===== src/rtl/regfile_pkg.sv =====
// Shared defaults and FSM state type for the scoreboarded GPR file.
package regfile_pkg;

  localparam int DEF_DATA_W = 32;
  localparam int DEF_ADDR_W = 5;
  localparam logic [DEF_DATA_W-1:0] ZERO_WORD = '0;

  typedef enum logic {RF_INIT, RF_READY} rf_state_t;

endpackage


===== src/rtl/regfile_rd_port.sv =====
// One combinational read port: register mux, write->read bypass and busy lookup.
module regfile_rd_port
  import regfile_pkg::*;
#(
  parameter int DATA_W = DEF_DATA_W,
  parameter int ADDR_W = DEF_ADDR_W,
  parameter int DEPTH  = 1 << ADDR_W
) (
  input  logic              active,
  input  logic              re,
  input  logic [ADDR_W-1:0] raddr,
  input  logic [DATA_W-1:0] regs [DEPTH],
  input  logic [DEPTH-1:0]  busy,
  input  logic              byp_en,
  input  logic [ADDR_W-1:0] byp_addr,
  input  logic [DATA_W-1:0] byp_data,
  output logic [DATA_W-1:0] rdata,
  output logic              rbusy
);

  // A bypass hit forwards the in-flight write and reports the register as free.
  always_comb begin
    rdata = '0;
    rbusy = 1'b0;
    if (active && re && (raddr != '0)) begin
      if (byp_en && (byp_addr == raddr)) begin
        rdata = byp_data;
        rbusy = 1'b0;
      end else begin
        rdata = regs[raddr];
        rbusy = busy[raddr];
      end
    end
  end

endmodule


===== src/rtl/regfile_sb.sv =====
// Multi-read-port GPR file with issue/writeback scoreboard and post-reset zeroing.
// Optional same-cycle write->read bypass is enabled by defining REGFILE_BYPASS_EN.
module regfile_sb
  import regfile_pkg::*;
#(
  parameter int DATA_W = DEF_DATA_W,
  parameter int ADDR_W = DEF_ADDR_W,
  parameter int NUM_RD = 2
) (
  input  logic                     clk,
  input  logic                     rst,
  output logic                     init_done,
  input  logic                     we,
  input  logic [ADDR_W-1:0]        waddr,
  input  logic [DATA_W-1:0]        wdata,
  input  logic [NUM_RD-1:0]        re,
  input  logic [NUM_RD*ADDR_W-1:0] raddr,
  output logic [NUM_RD*DATA_W-1:0] rdata,
  output logic [NUM_RD-1:0]        rbusy,
  input  logic                     iss_valid,
  input  logic [ADDR_W-1:0]        iss_addr,
  input  logic                     flush
);

  localparam int DEPTH = 1 << ADDR_W;

  rf_state_t         state;
  logic [ADDR_W-1:0] init_ptr;
  logic [DATA_W-1:0] regs [DEPTH];
  logic [DEPTH-1:0]  busy;
  logic [DEPTH-1:0]  busy_nxt;
  logic              wr_hit;
  logic              active;
  logic              byp_en;

  assign wr_hit = we && (waddr != '0);
  assign active = rst && (state == RF_READY);

`ifdef REGFILE_BYPASS_EN
  assign byp_en = wr_hit;
`else
  assign byp_en = 1'b0;
`endif

  // Apply flush, then writeback clear, then issue set so a new producer always wins.
  always_comb begin
    busy_nxt = flush ? '0 : busy;
    if (wr_hit)
      busy_nxt[waddr] = 1'b0;
    if (iss_valid && (iss_addr != '0))
      busy_nxt[iss_addr] = 1'b1;
    busy_nxt[0] = 1'b0;
  end

  always_ff @(posedge clk or negedge rst) begin
    if (!rst) begin
      state     <= RF_INIT;
      init_ptr  <= '0;
      init_done <= 1'b0;
      busy      <= '0;
    end else begin
      case (state)
        RF_INIT: begin
          init_ptr <= init_ptr + ADDR_W'(1);
          if (init_ptr == ADDR_W'(DEPTH - 1)) begin
            state     <= RF_READY;
            init_done <= 1'b1;
          end
        end
        RF_READY: begin
          busy <= busy_nxt;
        end
        default: begin
          state <= RF_INIT;
        end
      endcase
    end
  end

  // The array has no reset; the INIT sweep zeroes it one entry per cycle.
  always_ff @(posedge clk) begin
    if (state == RF_INIT)
      regs[init_ptr] <= DATA_W'(ZERO_WORD);
    else if (wr_hit)
      regs[waddr] <= wdata;
  end

  for (genvar p = 0; p < NUM_RD; p++) begin : g_rd
    regfile_rd_port #(
      .DATA_W(DATA_W),
      .ADDR_W(ADDR_W),
      .DEPTH (DEPTH)
    ) u_rd (
      .active  (active),
      .re      (re[p]),
      .raddr   (raddr[p*ADDR_W +: ADDR_W]),
      .regs    (regs),
      .busy    (busy),
      .byp_en  (byp_en),
      .byp_addr(waddr),
      .byp_data(wdata),
      .rdata   (rdata[p*DATA_W +: DATA_W]),
      .rbusy   (rbusy[p])
    );
  end

endmodule


===== config.mk =====
export PLATFORM = sky130hd
export DESIGN_NAME = regfile_sb
export DESIGN_NICKNAME = d
export VERILOG_FILES = /design/src/rtl/regfile_pkg.sv /design/src/rtl/regfile_rd_port.sv /design/src/rtl/regfile_sb.sv
export SDC_FILE = /design/constraint.sdc
export NUM_CORES = 2
export LEC_CHECK = 0
export CAP_MARGIN = 10
export CELL_PAD_IN_SITES_DETAIL_PLACEMENT = 1
export CELL_PAD_IN_SITES_GLOBAL_PLACEMENT = 1
export CORE_UTILIZATION = 50
export CTS_CLUSTER_DIAMETER = 120
export DETAILED_ROUTE_END_ITERATION = 8
export PLACE_DENSITY_LB_ADDON = 0.3
export SYNTH_ARGS = -nofsm -noshare
export SYNTH_HDL_FRONTEND = slang
export SYNTH_HIERARCHICAL = 1
export SYNTH_SLANG_ARGS = --single-unit

===== constraint.sdc =====
create_clock -name clk -period 3.4 [get_ports clk]
set_clock_uncertainty 0.05 [all_clocks]
set_input_delay 0.51 -clock clk [delete_from_list [all_inputs] [get_ports clk]]
set_output_delay 0.51 -clock clk [all_outputs]
set_load 0.005 [all_outputs]

==> results.txt <==
CTS tree = built
Synth Flop Type = edfxtp_1
Final Max Slew Viols = 63
Initial Utilization = 0.5033
P&R area growth vs syn = 22.82%
# fillers = 11350
Critical path class = flip-flop to output pin
Reg clk slew, reported paths = 0.07 ns
Post-synthesis sequential area ratio = 0.5095
Grt total ovfl = 0
Synth area leaders = edfxtp_1 49%, a22o_1 12%, mux4_2 11%
RSZ-0062 raised after global routing = true
DP Wirelength = 176400 um
WL/cell = 45.31 um
Netlist cell types = 67
Ratio of cells with drive above 1 in the final layout = 0.3082
Critical-path top delay cell = a221oi_1
Min-delay worst type = input port to asynchronous set/reset pin
Setup-failing EPs final = 25
Rows = 129
Num CTS Buffers = 117
Cell taking the most area after synthesis = edfxtp_1
Top cells by count, synth = 1024 x edfxtp_1, 864 x a22o_1, 390 x mux2i_1
First-pass GRT wire length = 422600 um
H-tree lvl count = 3
Drt initial violations = 10160
Syn Inst Count = 4528
LEAKAGE = 24.63 nW
Utilization after layout = 0.6181
Total number of vias = 55530
DRC = 0
GRT Total Usage = 0.4691
Placed Area = 70120 um^2
Req. time, crit path = 2.84 ns
Final Cell Area = 76420 um^2
Floorplan Core Area = 123600 um^2
Final WS setup = -0.1304 ns
I/O Pins = 126
Largest net degree at the start of global routing = 97
Number of global-route vias before repair = 55460
Die Width = 354.8 um
Async set-reset flop share out of synthesis = 0.03578
Least-Margin Pin Slew = 4.237 ns
Pre-antenna DRT Iters = 6
Number of max-cap violations = 0
Slew HR = -1.835
Crit path capture type = output pin
Mean number of vias per cell = 8.370
Status = finished, violations left
Worst-path maximum fanout = 3
Synth Warn # = 6
EDFF count, synth = 1024
Final ANT Viol Nets = 0
Worst Setup Start Kind = flip-flop
Port buffer count = 125
CTS max path bufs = 3
Die Height = 354.8 um
Hold Violations, Final = 0
GPL Wtd Cong = 0.9756
Clk_lat worst skew = 0.79 ns
Peak supply drop = 0.4173 mV
Most frequent cell after synthesis = edfxtp_1
Nets = 4956
Critical Path Max Stage Delay = 0.61 ns
Final period utilization = 1.038
CP Data Arrival Time = 2.97 ns
Fmax = 0.2833 GHz
Crit-path leading delay family = compound AO/OA/AOI/OAI gates
Minimum clock period after layout = 3.530 ns
Total Power = 31.73 mW
Total Routed Length = 300600 um
Worst path most repeated cell = buf_4
Power Density = 415.3 nW/um^2
Post-synthesis cell area = 62220 um^2
Top cell type's share of synthesized area = 0.4942
Buffers & Inverters on Critical Path = 3
Avg Inst Size Synth = 13.74 um^2
Initial antenna violation count = 12
Number of synthesized register bits = 1062
Die ar. = 125900 um^2
Failing checks = max-slew violations, negative setup slack
# clock sinks = 1062
CP cell instances = mux2i_1 > a221oi_1 > buf_4 > o21ai_1 > a21oi_4 > buf_4 > a211o_4 > clkbuf_2
Root Driver = clkbuf_16
sequential cells by signal, summed over array words and instances (netlist names):
| register | flops |
|---|---|
| state | 1 |
| init_done | 1 |
| busy | 31 |
| init_ptr | 5 |
| regs | 1024 |
path summary, 6_finish.rpt:
check                               start  slack, ns  cells after the start         to
worst max-delay path            regs[155]      -0.13                      8  rdata[59]
max in group asynchronous             rst       2.52                      3      state
worst min register to register  init_done       0.42                      1  init_done
worst max register to register      state       0.10                      6  regs[934]
worst min-delay path                  rst       0.33                      3  init_done
min in group clk                init_done       0.42                      1  init_done
power breakdown:
group	internal, mW	leakage [nW]	switching [mW]	total [mW]
clock network	7.61	1.90	5.95	13.6
registers	14.3	7.70	0.130	14.5
logic	1.46	15.0	2.26	3.72
total	23.4	24.6	8.34	31.7
metrics by stage:
| stage | cells | TNS [ns] | hold slack [ns] | worst slack [ns] |
|---|---|---|---|---|
| detailed placement | 6322 | -32.83 | 0.4065 | -0.6609 |
| CTS | 6617 | -1.751 | 0.3112 | -0.1133 |
| floorplan | 4531 | -36.70 | 0.1644 | -0.5735 |
| global route | 6631 | -0.8490 | 0.3954 | -0.1171 |
| global placement | 6322 | -30.32 | 0.3991 | -0.6526 |
| finish | 6634 | -0.8105 | 0.3334 | -0.1304 |
layout by cell type, fill, tap and decap left out, drive strengths merged, types with 59 or more instances in the layout:
| cell type | synthesis | routed |
|---|---|---|
| edfxtp | 1024 | 1024 |
| a22o | 864 | 864 |
| buf | 259 | 723 |
| mux2i | 390 | 390 |
| mux4 | 342 | 342 |
| o21ai | 315 | 315 |
| nand2 | 196 | 196 |
| a221oi | 190 | 190 |
| clkbuf | 302 | 158 |
| a22oi | 152 | 152 |
| a21oi | 134 | 134 |
| a211o | 60 | 60 |
| clkinv | 1 | 59 |
layer usage:
metal,vias up,share of wire,GRT usage,wire (um)
met2,6092,0.42,0.6736,126900
li1,19860,-,-,-
met4,20,0.092,0.3391,27670
met3,1643,0.16,0.1827,48960
met1,27910,0.32,0.5759,96920
met5,-,0.00050,0.002264,149
worst min-delay path, cell delays in order:
cell and delay, ns:
buf_2 0.09, dlygate4sd3_1 0.55, buf_4 0.49
kinds of logic (layout without fill, tap and decap cells):
group	count (synthesis)	after routing	share of synthesized area
compound gates	1784	1784	0.2208
xor+xnor	13	13	0.001830
fa+ha+maj	5	5	0.001005
simple gates	359	359	0.02825
flops	1062	1062	0.5095
buf+inv	570	1033	0.04892
mux	734	734	0.1897
other cells	1	7	0.00006027
timing repair:
| item | in CTS | in global routing |
|---|---|---|
| buffers inserted | 89 | 29 |
| gates cloned | 6 | 1 |
| hold buffers | 1 | 0 |
| setup endpoints to repair | 66 | 64 |
| pin swaps | 74 | 53 |
| gates resized for setup | 512 | 117 |
| hold endpoints to repair | 38 | 0 |
area by class of cell:
class                           count  area, um^2  area share
Sequential cell                  1062       31700      0.4149
Tap cell                         1637        2048     0.02680
Antenna cell                        3       7.507  0.00009824
Multi-Input combinational cell   2899       29960      0.3920
Clock buffer                      144        3114     0.04075
Inverter                            9       33.78   0.0004421
Timing Repair Buffer              803        8780      0.1149
Clock inverter                     77       774.5     0.01013
No activity file was read; power rests on OpenSTA's default activity.
